### src/rtl/mem_arbiter.sv
// Two-requester arbiter for a shared memory port with a bounded hold time per grant.
// Define ARB_ROUND_ROBIN_EN to break idle-state ties toward the requester not served last.
module mem_arbiter #(
    parameter int unsigned word_size = 8,
    parameter int unsigned MAX_HOLD  = 4
) (
    input  logic                 clk,
    input  logic                 rst,
    input  logic                 req0,
    input  logic [word_size-1:0] addr0,
    input  logic [word_size-1:0] wdata0,
    input  logic                 we0,
    input  logic                 req1,
    input  logic [word_size-1:0] addr1,
    input  logic [word_size-1:0] wdata1,
    input  logic                 we1,
    output logic                 gnt0,
    output logic                 gnt1,
    output logic [word_size-1:0] mem_addr,
    output logic [word_size-1:0] mem_wdata,
    output logic                 mem_write,
    output logic                 busy
);

    typedef enum logic [1:0] {
        S_idle = 2'b00,
        S_g0   = 2'b01,
        S_g1   = 2'b10
    } state_t;

    state_t     state;
    state_t     state_next;
    logic [3:0] hold_cnt;
    logic       hold_at_max;
    logic       tie_g1;

    assign hold_at_max = (hold_cnt == 4'(MAX_HOLD - 1));

`ifdef ARB_ROUND_ROBIN_EN
    // 1 = requester 0 was served last; 0 = requester 1 was served last.
    logic last_served;
    assign tie_g1 = last_served;
`else
    assign tie_g1 = 1'b0;
`endif

    always_comb begin
        state_next = S_idle;
        case (state)
            S_idle: begin
                if (req0 && req1)  state_next = tie_g1 ? S_g1 : S_g0;
                else if (req0)     state_next = S_g0;
                else if (req1)     state_next = S_g1;
                else               state_next = S_idle;
            end
            S_g0: begin
                // Keep the grant unless the hold budget is spent and requester 1 waits.
                if (req0 && !(req1 && hold_at_max)) state_next = S_g0;
                else if (req1)                      state_next = S_g1;
                else                                state_next = S_idle;
            end
            S_g1: begin
                if (req1 && !(req0 && hold_at_max)) state_next = S_g1;
                else if (req0)                      state_next = S_g0;
                else                                state_next = S_idle;
            end
            default: state_next = S_idle;
        endcase
    end

    always_ff @(posedge clk or posedge rst) begin
        if (rst) begin
            state    <= S_idle;
            hold_cnt <= 4'd0;
            gnt0     <= 1'b0;
            gnt1     <= 1'b0;
`ifdef ARB_ROUND_ROBIN_EN
            last_served <= 1'b0;
`endif
        end else begin
            state <= state_next;
            gnt0  <= (state_next == S_g0);
            gnt1  <= (state_next == S_g1);
            // Counter restarts on every entry into a grant state, saturates while held.
            if (state_next == S_idle || state_next != state) begin
                hold_cnt <= 4'd0;
            end else if (!hold_at_max) begin
                hold_cnt <= hold_cnt + 4'd1;
            end
`ifdef ARB_ROUND_ROBIN_EN
            if (state_next != state) begin
                if (state_next == S_g0)      last_served <= 1'b1;
                else if (state_next == S_g1) last_served <= 1'b0;
            end
`endif
        end
    end

    always_comb begin
        mem_addr  = '0;
        mem_wdata = '0;
        mem_write = 1'b0;
        if (gnt0) begin
            mem_addr  = addr0;
            mem_wdata = wdata0;
            mem_write = we0;
        end else if (gnt1) begin
            mem_addr  = addr1;
            mem_wdata = wdata1;
            mem_write = we1;
        end
    end

    assign busy = gnt0 | gnt1;

endmodule

### config.mk
export PLATFORM = sky130hd
export DESIGN_NAME = mem_arbiter
export DESIGN_NICKNAME = d
export VERILOG_FILES = /design/src/rtl/mem_arbiter.sv
export SDC_FILE = /design/constraint.sdc
export NUM_CORES = 1
export LEC_CHECK = 0
export ABC_CLOCK_PERIOD_IN_PS = 2000
export BUFFER_PORTS_ARGS = -buffer_cell sky130_fd_sc_hd__buf_2
export CAP_MARGIN = 25
export CORE_MARGIN = 8
export CORE_UTILIZATION = 36
export CTS_BUF_LIST = sky130_fd_sc_hd__clkbuf_4
export DETAILED_ROUTE_END_ITERATION = 8
export PLACE_DENSITY_LB_ADDON = 0.25
export SYNTH_ARGS = -nofsm -noshare
export SYNTH_HDL_FRONTEND = slang
export SYNTH_SLANG_ARGS = --single-unit
### constraint.sdc
create_clock -name clk -period 2 [get_ports clk]
set_clock_uncertainty 0.1 [all_clocks]
set_input_delay 0.4 -clock clk [delete_from_list [all_inputs] [get_ports clk]]
set_output_delay 0.4 -clock clk [all_outputs]
set_load 0.02 [all_outputs]
==> impl_summary.md <==
Detailed routing
The first-iteration detailed-routing DRC count is 6. The post-route antenna net violation count is 0. The number of vias per cell after detailed routing is approximately 5.3. The average wire per standard cell is 15.5 um.

The first detailed-routing pass ran for 4 iterations. The overall via count from detail_route is a little over 700. The wire length reported by the detailed router is 2080 um.

In the routed design, unresolved DRC markers number 0.

Pwr
Total power for the finished layout comes to 0.527 mW. The power density over cell area is 570 nW/um^2. For this design the static power due to leakage is between 0.5 and 0.6 nW. Across the VDD grid, the largest voltage drop is 0.367 mV.

STA
Setup repair after global routing left no endpoint under its margin. The total count of max-transition violations in the final report was 0. The total count of hold-check failures in the final report is 0. The pin slew with the least headroom to its limit is ~0.32 ns. Of the available clock period, the critical path in the final layout requires between 90% and 100%. Based on the critical path, the design can be clocked at up to approximately 550 MHz. The number of setup violations in the final report is 0. The normalized max-slew margin is 77.9%. The final critical path time including I/O delays and setup is 1.83 ns.

Synth
Synthesis produced a netlist whose cell count is 60. In this run the mean area of a mapped cell was roughly 9.8 um^2. Among all flip-flop cells after synthesis, the most frequent one is sky130_fd_sc_hd__dfrtp_1. The flip-flop and latch count after synthesis is 8. The post-synthesis net count is 99.

The count of cell types in the netlist is 25. By area the synthesized netlist is led by sky130_fd_sc_hd__dfrtp_1 (34%), sky130_fd_sc_hd__a22o_1 (24%), sky130_fd_sc_hd__and4bb_2 (4.2%). The post-synth design cell area is 591 um^2. The library cell with the highest instance count after synthesis is sky130_fd_sc_hd__a22o_1. For this run, the number of Yosys warnings is 0. The dominant cell type by area after synthesis is sky130_fd_sc_hd__dfrtp_1. The number of enable flip-flop cells after synthesis is 0. The sequential area share after synthesis is between 30% and 40%. Sorting the synthesized cells by how often they occur yields sky130_fd_sc_hd__a22o_1 (16), sky130_fd_sc_hd__dfrtp_1 (8), sky130_fd_sc_hd__nand2_1 (4). After synthesis, the share of flip-flops with an asynchronous set or reset is 100%.

Of the post-synthesis cell area, the dominant cell type holds 33.9%.

Place
Detailed placement finished with a half-perimeter wire length of 1730 um. The routability congestion estimate from global placement is 0.735. Including well taps, the total number of placed cells is 130. In this run the tool buffered the top-level ports with 57 buffer cells. Once placement finished, the instance area stood at between 800 and 900 um^2.

Floorplanning
Measured along the y axis, the die boundary spans 56.5 um. In this run the core area contains 14 standard-cell rows. From left edge to right edge, the die measures 56.5 um. The area of the die is 3190 um^2.

The number of I/O pins is 58. In this run the standard cell core region covers ~1500 um^2. The initial utilization of the core area, before any placement, comes to about 39%.

Layout
After routing the design area is 926 um^2. The finished layout holds roughly 130 standard cells, fillers aside. The share of post-route cells with drive strength above 1 is between 50 and 60%.

The sequential cell area is 200 um^2. The number of fill cells is 133. The net total in the final layout is 159.

Cells fill around three fifths of the core in the end. The area used by multi-input combinational logic is 373 um^2. The antenna diode instance count is 0. Relative to the synthesized area, the layout overhead comes to 56.8%.

Clock network
TritonCTS built the clock tree. The clock sink count is 8. The CTS H-tree depth is 1. The total CTS buffers is 3.

The clock reaches the later pin of the worst-skew pair after 0.26 ns. The CTS clock-pin slew for the worst setup and hold paths is about 0.05 ns. In this run the deepest clock path goes through 2 buffers. The tree is rooted in a sky130_fd_sc_hd__clkbuf_4.

Global routing
For this run the aggregate overflow at the end of global routing stands at 0. The pin count of the biggest net entering global routing is 21. Across every metal layer, demand over resource in global routing totals 12.5%. The number of antenna violations at the first check in global routing is 0. The via count of the first global-routing pass is 730. The first global-routing pass estimated 3330 um of wire.

Worst setup path
Data arrives at the worst endpoint at 1.33 ns. The critical path data required time is ~1.5 ns. Of all nets on the critical path, the largest fanout is 16. STA classifies the critical path endpoint as an output pin. STA classifies the critical path startpoint as a register.

The critical path in this run is classified as reg -> out. The reg-to-reg setup timing slack is 0.32 ns.

Run
The max-capacitance violation count is 0.

Run status
The flow ran to the end, and the final reports show no timing, DRC or antenna violations.

Worst hold path
The type of the worst min-delay path is in -> reg.
-- layout by cell type (no fill, tap or decap) --
cell type and count:
sky130_fd_sc_hd__nor3b_4 1, sky130_fd_sc_hd__nor2_1 2, sky130_fd_sc_hd__ha_1 1, sky130_fd_sc_hd__buf_2 57
sky130_fd_sc_hd__dlygate4sd3_1 1, sky130_fd_sc_hd__o21ai_0 1, sky130_fd_sc_hd__mux2i_1 2, sky130_fd_sc_hd__clkbuf_4 3
sky130_fd_sc_hd__o211a_1 2, sky130_fd_sc_hd__dfrtp_1 8, sky130_fd_sc_hd__nand3_1 1, sky130_fd_sc_hd__a211oi_1 1
sky130_fd_sc_hd__or2_2 1, sky130_fd_sc_hd__and4bb_2 2, sky130_fd_sc_hd__nand3b_1 3, sky130_fd_sc_hd__a22o_1 16
sky130_fd_sc_hd__a21oi_1 3, sky130_fd_sc_hd__a31o_2 1, sky130_fd_sc_hd__buf_4 1, sky130_fd_sc_hd__o22ai_1 1
sky130_fd_sc_hd__xor2_1 1, sky130_fd_sc_hd__nor2b_4 1, sky130_fd_sc_hd__nand2b_1 1, sky130_fd_sc_hd__o22a_1 1
sky130_fd_sc_hd__nand2_1 4, sky130_fd_sc_hd__inv_1 2
-- report_power, final --
part           internal [mW]  leakage (nW)  switching (mW)
clock                 0.0690        0.0138          0.0593
combinational         0.0972         0.399           0.120
sequential             0.172         0.105         0.00940
-- stage by stage --
step	hold slack (ns)	setup WS [ns]	setup TNS (ns)
3_3_place_gp	0.253	0.00481	0
3_5_place_dp	0.258	-0.0901	-1.03
5_1_grt	0.319	0.0524	0
6_report	0.309	0.167	0
4_1_cts	0.308	0.143	0
2_1_floorplan	0.116	0.157	0
-- final cells by class --
| class | count | area share [%] |
|---|---|---|
| Clock buffer | 3 | 2.43 |
| Inverter | 2 | 0.811 |
| Sequential cell | 8 | 21.6 |
| Tap cell | 16 | 2.16 |
| Multi-Input combinational cell | 46 | 40.3 |
| Timing Repair Buffer | 59 | 32.7 |
-- critical path, stage by stage, from the launching register on --
cell	delay (ns)
sky130_fd_sc_hd__dfrtp_1	0.40
sky130_fd_sc_hd__nor2b_4	0.32
sky130_fd_sc_hd__a22o_1	0.19
sky130_fd_sc_hd__buf_2	0.16
-- logic make-up (layout without fill, tap and decap cells) --
logic type | after synthesis | in the layout | share of synthesized area, %
AOI/OAI and AO/OA | 26 | 26 | 35.8
xor gates and xnor gates | 1 | 1 | 1.48
adders and majority gates | 1 | 1 | 2.12
buffers and inverters | 6 | 64 | 4.24
DFF | 8 | 8 | 33.9
muxes | 2 | 2 | 3.39
and+or+nand+nor | 16 | 16 | 19.1
-- routing by layer --
layer / global-route usage, % / share of wire, % / up-vias
met5: 0 / 0 / -
met3: 6.97 / 13 / 5
met1: 11.4 / 37 / 307
met4: 7.22 / 1.7 / 0
li1: - / - / 353
met2: 21.3 / 47 / 39
-- sequential cells by signal (all words and copies together), names as in the netlist --
| register | count |
|---|---|
| gnt1 | 1 |
| state | 2 |
| hold_cnt | 4 |
| gnt0 | 1 |
-- final timing paths --
| path | start | end | depth (start not counted) |
|---|---|---|---|
| worst max-delay path | gnt0$_DFF_PP0_ | mem_addr[2] | 3 |
| worst min-delay path | req0 | state[1]$_DFF_PP0_ | 2 |
| worst max register to register | hold_cnt[0]$_DFFE_PP0P_ | gnt1$_DFF_PP0_ | 4 |
| worst min register to register | hold_cnt[1]$_DFFE_PP0P_ | hold_cnt[1]$_DFFE_PP0P_ | 2 |
| max in group asynchronous | rst | state[0]$_DFF_PP0_ | 3 |
| min in group asynchronous | rst | hold_cnt[3]$_DFFE_PP0P_ | 3 |
-- repair_timing --
item                                   4_1_cts  5_1_grt
setup endpoints to repair                   16        0
buffers inserted                             0        0
endpoints found under the hold margin        8        0
gates resized for setup                      2        0
hold buffers                                 1        0
Power figures use the tool's default switching activity.
